`src/rtl/aoi222_bist_ctrl.sv`:
```
`timescale 1ns/1ps
// Built-in self-test sequencer for a single AOI222 cell (Z = ~(AB | CD | EF)).
// The sequencer sweeps all 64 input patterns onto the cell. Each pattern is held
// for SETTLE cycles and is then sampled in one CAPTURE cycle. The returned Z is
// compared against a golden model and compacted into a MISR. The block counts
// mismatches and records the first failing pattern.
module aoi222_bist_ctrl #(
    parameter int              SETTLE = 2,
    parameter int              SIG_W  = 16,
    parameter logic [SIG_W-1:0] POLY  = 16'h1021,
    parameter int              CNT_W  = 7
) (
    input  logic             clk,
    input  logic             rst,
    input  logic             start,
    input  logic             abort,
    output logic [5:0]       pat,
    input  logic             z_in,
    output logic             busy,
    output logic             done,
    output logic             pass,
    output logic [CNT_W-1:0] fail_cnt,
    output logic [5:0]       first_fail,
    output logic [SIG_W-1:0] signature
);

    typedef enum logic [1:0] {
        IDLE    = 2'd0,
        APPLY   = 2'd1,
        CAPTURE = 2'd2,
        DONE    = 2'd3
    } state_t;

    state_t           state, state_next;
    logic [5:0]       pat_next;
    logic [3:0]       settle_cnt, settle_next;
    logic [CNT_W-1:0] fail_next;
    logic [5:0]       first_next;
    logic [SIG_W-1:0] sig, sig_next;
    logic             exp_z;
    logic             miss;

    // Golden AOI222 response for one input pattern (A = bit 0 ... F = bit 5).
    function automatic logic aoi222(input logic [5:0] p);
        return ~((p[0] & p[1]) | (p[2] & p[3]) | (p[4] & p[5]));
    endfunction

    // Increment that sticks at all-ones.
    function automatic logic [CNT_W-1:0] sat_inc(input logic [CNT_W-1:0] v);
        if (&v) return v;
        return v + CNT_W'(1);
    endfunction

    // One MISR step: shift left, fold the feedback polynomial in when the MSB
    // falls out, and inject the captured bit at the LSB.
    function automatic logic [SIG_W-1:0] misr_step(input logic [SIG_W-1:0] s,
                                                   input logic             b);
        return {s[SIG_W-2:0], 1'b0}
             ^ (s[SIG_W-1] ? POLY : {SIG_W{1'b0}})
             ^ {{(SIG_W-1){1'b0}}, b};
    endfunction

    assign exp_z = aoi222(pat);
    assign miss  = (z_in != exp_z);

    // State and datapath registers; every one of them is cleared by rst.
    always_ff @(posedge clk) begin
        if (rst) begin
            state      <= IDLE;
            pat        <= 6'd0;
            settle_cnt <= 4'd0;
            fail_cnt   <= '0;
            first_fail <= 6'd0;
            sig        <= '0;
        end else begin
            state      <= state_next;
            pat        <= pat_next;
            settle_cnt <= settle_next;
            fail_cnt   <= fail_next;
            first_fail <= first_next;
            sig        <= sig_next;
        end
    end

    // Next-state and next-datapath logic. Abort overrides start. pat only
    // advances on CAPTURE->APPLY, so the cell inputs stay stable while Z is sampled.
    always_comb begin
        state_next  = state;
        pat_next    = pat;
        settle_next = settle_cnt;
        fail_next   = fail_cnt;
        first_next  = first_fail;
        sig_next    = sig;
        if (abort) begin
            // Partial results are deliberately left in place for inspection.
            state_next  = IDLE;
            pat_next    = 6'd0;
            settle_next = 4'd0;
        end else begin
            case (state)
                IDLE, DONE: begin
                    if (start) begin
                        state_next  = APPLY;
                        pat_next    = 6'd0;
                        settle_next = 4'd0;
                        fail_next   = '0;
                        first_next  = 6'd0;
                        sig_next    = '0;
                    end
                end
                APPLY: begin
                    settle_next = settle_cnt + 4'd1;
                    if (settle_cnt == 4'(SETTLE - 1))
                        state_next = CAPTURE;
                end
                CAPTURE: begin
                    if (miss) begin
                        fail_next = sat_inc(fail_cnt);
                        // The counter saturates and never wraps, so zero means no
                        // mismatch has been seen yet.
                        if (fail_cnt == '0)
                            first_next = pat;
                    end
                    sig_next = misr_step(sig, z_in);
                    if (pat == 6'd63) begin
                        state_next = DONE;
                    end else begin
                        pat_next    = pat + 6'd1;
                        settle_next = 4'd0;
                        state_next  = APPLY;
                    end
                end
                default: state_next = IDLE;
            endcase
        end
    end

    assign busy      = (state == APPLY) || (state == CAPTURE);
    assign done      = (state == DONE);
    assign pass      = done && (fail_cnt == '0);
    assign signature = sig;

endmodule

```
`config.mk`:
```
export PLATFORM = sky130hd
export DESIGN_NAME = aoi222_bist_ctrl
export DESIGN_NICKNAME = d
export VERILOG_FILES = /design/src/rtl/aoi222_bist_ctrl.sv
export SDC_FILE = /design/constraint.sdc
export NUM_CORES = 1
export LEC_CHECK = 0
export CORE_MARGIN = 8
export CORE_UTILIZATION = 55
export CTS_CLUSTER_SIZE = 8
export DETAILED_ROUTE_END_ITERATION = 10
export HOLD_SLACK_MARGIN = 0.08
export PLACE_DENSITY = 0.84
export SYNTH_ARGS = -nofsm -noshare
export SYNTH_HDL_FRONTEND = slang
export SYNTH_SLANG_ARGS = --single-unit
```
`constraint.sdc`:
```
create_clock -name clk -period 3.25 [get_ports clk]
set_clock_uncertainty 0.2 [all_clocks]
set_input_delay 0.325 -clock clk [delete_from_list [all_inputs] [get_ports clk]]
set_output_delay 0.325 -clock clk [all_outputs]
set_load 0.02 [all_outputs]
```
==> results of run 1 <==
[synthesized netlist by cell type, drive strengths merged (8+ instances only)]
cell    number
clkbuf      10
a31oi        8
ha           9
nand4        9
a21oi       23
nor2b        8
nand2       26
dfxtp       41
nor2        12
inv         10
nand3       31
o21ai       10
[registers in the layout (all words and copies together), names as in the netlist]
signal / flops
pat: 6
signature: 16
first_fail: 6
fail_cnt: 7
settle_cnt: 4
state: 2
[area by class of cell]
class	count	share of cell area [%]
Clock buffer	5	2.51
Sequential cell	41	30.0
Tap cell	50	2.28
Multi-Input combinational cell	203	46.4
Clock inverter	2	1.28
Timing Repair Buffer	45	16.2
Inverter	10	1.37
[per-stage QoR]
step / area (sq um) / std cells / utilization, %
after detailed placement: 2640 / 349 / 66.8
final: 2740 / 356 / 69.5
after global routing: 2740 / 356 / 69.5
after floorplan: 2210 / 271 / -
after global placement: 2640 / 349 / 66.8
after CTS: 2740 / 356 / 69.5
[worst max path at each step]
stage / startpoint / endpoint / slack (ns) / cells after the start
floorplan: state[0] / signature[5] / 1.20 / 7
detailed placement: state[0] / settle_cnt[1] / 0.64 / 6
global route: state[0] / settle_cnt[1] / 0.33 / 6
finish: state[0] / settle_cnt[1] / 0.56 / 6
CTS: state[0] / settle_cnt[1] / 0.58 / 6
global placement: state[0] / settle_cnt[1] / 0.83 / 6
[tightest hold or removal path, delay by kind of cell (launching register included)]
| kind | cells | cell delay (ns) |
|---|---|---|
| flops | 1 | 0.32 |
| simple gates | 1 | 0.05 |
| compound gates | 1 | 0.05 |
[power by group through the flow]
stage | clock, mW | combinational, mW | sequential [mW]
after floorplan | 0 | 0.0580 | 0.519
after global placement | 0 | 0.0799 | 0.519
after detailed placement | 0 | 0.0809 | 0.519
after CTS | 0.401 | 0.0815 | 0.507
after global routing | 0.429 | 0.0886 | 0.508
final | 0.395 | 0.0825 | 0.507
[routing by layer]
metal  wire length (microns)  vias to the layer above  track usage, %
li1                        -                     1050               -
met1                    2510                     1010            22.3
met2                    2940                       70            32.2
met3                     327                       13            5.41
met4                      99                        0            7.96
met5                       0                        -               0
[logic make-up after synthesis]
group                    after synthesis  share of synthesized area, %
AND/OR/NAND/NOR                      122                          29.5
adder cells (fa/ha/maj)                9                          5.10
AO/OA/AOI/OAI                         63                          19.0
buffers and inverters                 27                          5.32
XOR/XNOR                               9                          3.91
flip-flops                            41                          37.1
==> out/results.tsv, run 1 <==
stage	metric	value	unit
synthesis	Synth area leaders	dfxtp_1 37%, nand3_1 7.0%, a21oi_1 5.2%	
sta	Final WS setup	0.555	ns
synthesis	cell taking the most area after synthesis	dfxtp_1	
synthesis	average cell area after synthesis	8.15	sq um
clock_network	Skew-Pair Late Insertion Delay	0.29	ns
clock_network	Post-CTS Setup Repair Bufs	0	
clock_network	CTS Root Cell	clkbuf_8	
min_path	worst hold stages	2	
clock_network	Longest Clk Path Bufs	2	
critical_path	reg2reg path depth	6	
synthesis	Post-Syn Instances	271	
synthesis	Post-Syn Area	2210	sq um
synthesis	sequential area share after synthesis	37.1	%
sta	Final min period	2.69	ns
run	maxcap violations	0	
global_routing	total global routing track utilization	19.1	%
clock_network	post-cts sizing count	0	
clock_network	Max H-tree Level	2	
pwr	peak supply drop	0.264	mV
status	outcome	complete, no violations	
critical_path	Critical Path RT	3.26	ns
placement	post-DP HPWL	4010	microns
sta	Max transition margin	28.0	%
drt	DR vias/cell	6.02	
final_layout	area grow syn2layout	24.0	%
synthesis	Cell variety after synth	46	
sta	RSZ-0062 raised after global routing	no	
floorplanning	Vert. Die Dim	79.4	microns
global_routing	initial antenna violation count	0	
global_routing	vias in the first global route	2045	
critical_path	CP endpoint kind	flop	
floorplanning	Die ar.	6300	sq um
critical_path	Worst Path Buf+Inv	1	
floorplanning	I/O Pins	43	
synthesis	Synth top area share	37.1	%
critical_path	critical setup path kind	reg2reg	
floorplanning	core area	3940	sq um
drt	total number of vias	2143	
drt	Final Routed Wirelength	5870	microns
critical_path	CP top delay family	adder cells	
sta	final hold vios	0	
critical_path	RR Startpoint	state[0]	
pwr	pwr dens	360	nW/um^2
critical_path	CP Cell Sequence	inv_1, ha_1, nand4_1, o211ai_2, nand2_1, a211oi_1	
synthesis	post-synthesis register bit count	41	
clock_network	clk sink count	41	
clock_network	CTS clk-pin slew, worst paths	0.08	ns
sta	fin. max-slew vios	0	
sta	total negative slack	0	ns
pwr	Net Sw Frac	23.5	%
final_layout	area of the multi-input gates	1270	sq um
synthesis	Async SR Flop Fraction	0	%
global_routing	Congestion Overflow GR	0	
floorplanning	die width	79.4	microns
pwr	Clock power frac	40.1	%
placement	# port buffers	42	
clock_network	CTS Hold Bufs	0	
pwr	Int Pwr	0.753	mW
critical_path	largest stage delay on the critical path	0.88	ns
final_layout	Layout fillers	322	
final_layout	NumNets Final	320	
sta	worst-margin pin slew	1.08	ns
sta	Hold Slack	0.270	ns
critical_path	R2R Setup Slk	0.56	ns
critical_path	Critical Path AT	2.70	ns
drt	wire length per cell	16.5	microns
min_path	Hold Crit Start	signature[2]	
drt	DRC	0	
synthesis	ys flop type	dfxtp_1	
min_path	Hold Path Class	reg2reg	
sta	Final Setup Violations	0	
placement	Place WS	0.636	ns
floorplanning	site row count	23	
final_layout	share of cells above drive strength 1	5.88	%
synthesis	Ys Warns	0	
pwr	Psw	0.231	mW
pwr	Leak	0.918	nW
placement	gpl congestion	0.916	
critical_path	slowest stage cell, crit path	ha_1	
floorplanning	initial cell density of the core	56.0	%
drt	Antenna Violating Nets Remaining	0	
sta	Tcrit/Tclk final	82.9	%
synthesis	number of synthesized flops with an enable pin	0	
clock_network	CTS tree	built	
sta	fmax	0.371	GHz
drt	Detailed Route Iter0 Violations	218	
final_layout	most frequent cells in the layout	42 x clkdlybuf4s50_1, 41 x dfxtp_1, 31 x nand3_1	
critical_path	R2R Path End	settle_cnt[1]	
min_path	Worst Hold End	signature[2]	
critical_path	critical path startpoint category	flop	
final_layout	register area	821	sq um
drt	DR pass1 iterations	4	
global_routing	largest net degree at the start of global routing	47	
final_layout	n_diodes	0	
pwr	combinational fraction of design power	8.4	%
critical_path	critical-path maximum fanout	31	
final_layout	commonest non-fill, non-tap cell in the layout	clkdlybuf4s50_1	
pwr	sequential share of power	51.5	%
clock_network	CTS Buf Count	5	
synthesis	Mapped Nets	285	
global_routing	first-pass GRT wire length	9800	microns
pwr	total power	0.985	mW
Note: power is estimated with default switching activity, not from simulation.
==> inputs of run 2 (changes only) <==
Settings changed: CORE_UTILIZATION 55 to 51, PLACE_DENSITY 0.84 to 0.79.
Clock period 3.25 ns to 2.75 ns, I/O delays scaled along.
==> out/results.tsv, run 2 (synthesis results as in run 1) <==
stage	metric	value	unit
clock_network	CTS Root Cell	clkbuf_8	
pwr	Leak	0.928	nW
global_routing	met1 usage	23.1	%
clock_network	Skew-Pair Late Insertion Delay	0.29	ns
floorplanning	Vert. Die Dim	81.8	microns
placement	area post-placement	2650	sq um
critical_path	slowest stage cell, crit path	clkdlybuf4s50_1	
floorplanning	site row count	24	
critical_path	RR Startpoint	state[0]	
drt	DR pass1 iterations	4	
critical_path	R2R Setup Slk	0.40	ns
placement	# port buffers	42	
final_layout	Post-Layout Inst Area	2760	sq um
critical_path	reg2reg path depth	6	
sta	final hold vios	0	
clock_network	Post-CTS Setup Repair Bufs	0	
clock_network	clk sink count	41	
pwr	peak supply drop	0.318	mV
final_layout	share of cells above drive strength 1	6.49	%
critical_path	Critical Path RT	2.28	ns
clock_network	CTS Buf Count	5	
final_layout	commonest non-fill, non-tap cell in the layout	clkdlybuf4s50_1	
sta	total negative slack	0	ns
drt	Detailed Route Iter0 Violations	258	
final_layout	Largest register FFs	16	
global_routing	Congestion Overflow GR	0	
final_layout	NumNets Final	322	
sta	worst-margin pin slew	0.836	ns
critical_path	CP endpoint kind	output pin	
clock_network	CTS clk-pin slew, worst paths	0.08	ns
drt	DR vias/cell	5.84	
global_routing	vias in the first global route	1961	
global_routing	total global routing track utilization	17.6	%
sta	Max transition margin	44.1	%
drt	wire length per cell	15.7	microns
run	maxcap violations	0	
global_routing	initial antenna violation count	0	
clock_network	post-cts sizing count	0	
critical_path	largest stage delay on the critical path	0.60	ns
sta	Tcrit/Tclk final	89.8	%
critical_path	CP top delay family	simple AND/OR/NAND/NOR gates	
global_routing	met2 Use GR	27.4	%
sta	Final min period	2.47	ns
clock_network	Longest Clk Path Bufs	2	
floorplanning	I/O Pins	43	
sta	RSZ-0062 raised after global routing	no	
critical_path	CP Cell Sequence	nor4_1, and3_1, clkdlybuf4s50_1	
drt	Antenna Violating Nets Remaining	0	
sta	fin. max-slew vios	0	
final_layout	n_diodes	0	
min_path	Hold Path Class	reg2reg	
drt	total number of vias	2101	
sta	Final Setup Violations	0	
placement	gpl congestion	0.889	
drt	DRC	0	
clock_network	CTS Hold Bufs	0	
global_routing	gr busiest metal	met2	
critical_path	Critical Path AT	1.99	ns
pwr	pwr dens	424	nW/um^2
floorplanning	initial cell density of the core	51.8	%
final_layout	most frequent cells in the layout	42 x clkdlybuf4s50_1, 41 x dfxtp_1, 31 x nand3_1	
critical_path	Worst Path Buf+Inv	1	
critical_path	critical setup path kind	reg2out	
final_layout	register area	821	sq um
drt	Final Routed Wirelength	5660	microns
critical_path	critical-path maximum fanout	7	
placement	post-DP HPWL	3780	microns
floorplanning	Die ar.	6690	sq um
clock_network	Max H-tree Level	2	
global_routing	largest net degree at the start of global routing	47	
min_path	Hold Crit Start	signature[6]	
global_routing	first-pass GRT wire length	9430	microns
critical_path	R2R Path End	fail_cnt[0]	
final_layout	Layout fillers	380	
status	outcome	complete, no violations	
critical_path	critical path startpoint category	flop	
global_routing	GR Util met3	3.39	%
clock_network	CTS tree	built	
min_path	worst hold stages	2	
floorplanning	die width	81.8	microns
min_path	Worst Hold End	signature[6]	
final_layout	area of the multi-input gates	1270	sq um
final_layout	area grow syn2layout	24.7	%
sta	fmax	0.405	GHz
floorplanning	core area	4260	sq um
-- run 2: routing by layer --
metal  part of all wire, %  vias to the layer above
li1                      -                     1052
met1                    44                      968
met2                    47                       75
met3                   7.3                        6
met4                   1.1                        0
met5                     0                        -
-- run 2: through the flow --
stage	hold slack, ns	cells	util, %	worst slack [ns]	power (mW)
finish	0.273	360	64.6	0.282	1.17
global route	0.304	360	64.6	0.156	1.21
CTS	0.274	360	64.6	0.279	1.18
detailed placement	0.265	353	62.2	0.417	0.711
global placement	0.257	353	62.2	0.485	0.710
floorplan	0.274	271	-	0.700	0.682
-- run 2: layout make-up --
type | count | share of cell area (%)
sequential | 41 | 29.8
multi-input combinational | 203 | 46.1
timing repair buffer | 47 | 16.6
tap | 52 | 2.36
inverter | 10 | 1.36
clock inverter | 2 | 1.27
clock buffer | 5 | 2.50
-- run 2: where the power goes --
group | total, mW | switching (mW) | internal [mW] | leakage, nW
clock network | 0.470 | 0.206 | 0.264 | 0.0540
logic | 0.100 | 0.0681 | 0.0319 | 0.543
registers | 0.599 | 0.00348 | 0.596 | 0.330
total | 1.17 | 0.278 | 0.891 | 0.928
-- run 2: worst min-delay path: stages, from the launching register on --
cell     delay [ns]
dfxtp_1        0.33
nand2_1        0.06
a21oi_1        0.05
-- run 2: worst max-delay path by stage --
stage                     start      endpoint  slack [ns]  cells after the start
detailed placement     state[0]   fail_cnt[0]        0.42                      6
CTS                 fail_cnt[2]          pass        0.28                      3
global route        fail_cnt[2]          pass        0.16                      3
global placement       state[0]   fail_cnt[0]        0.48                      6
floorplan              state[0]  signature[5]        0.70                      7
finish              fail_cnt[2]          pass        0.28                      3
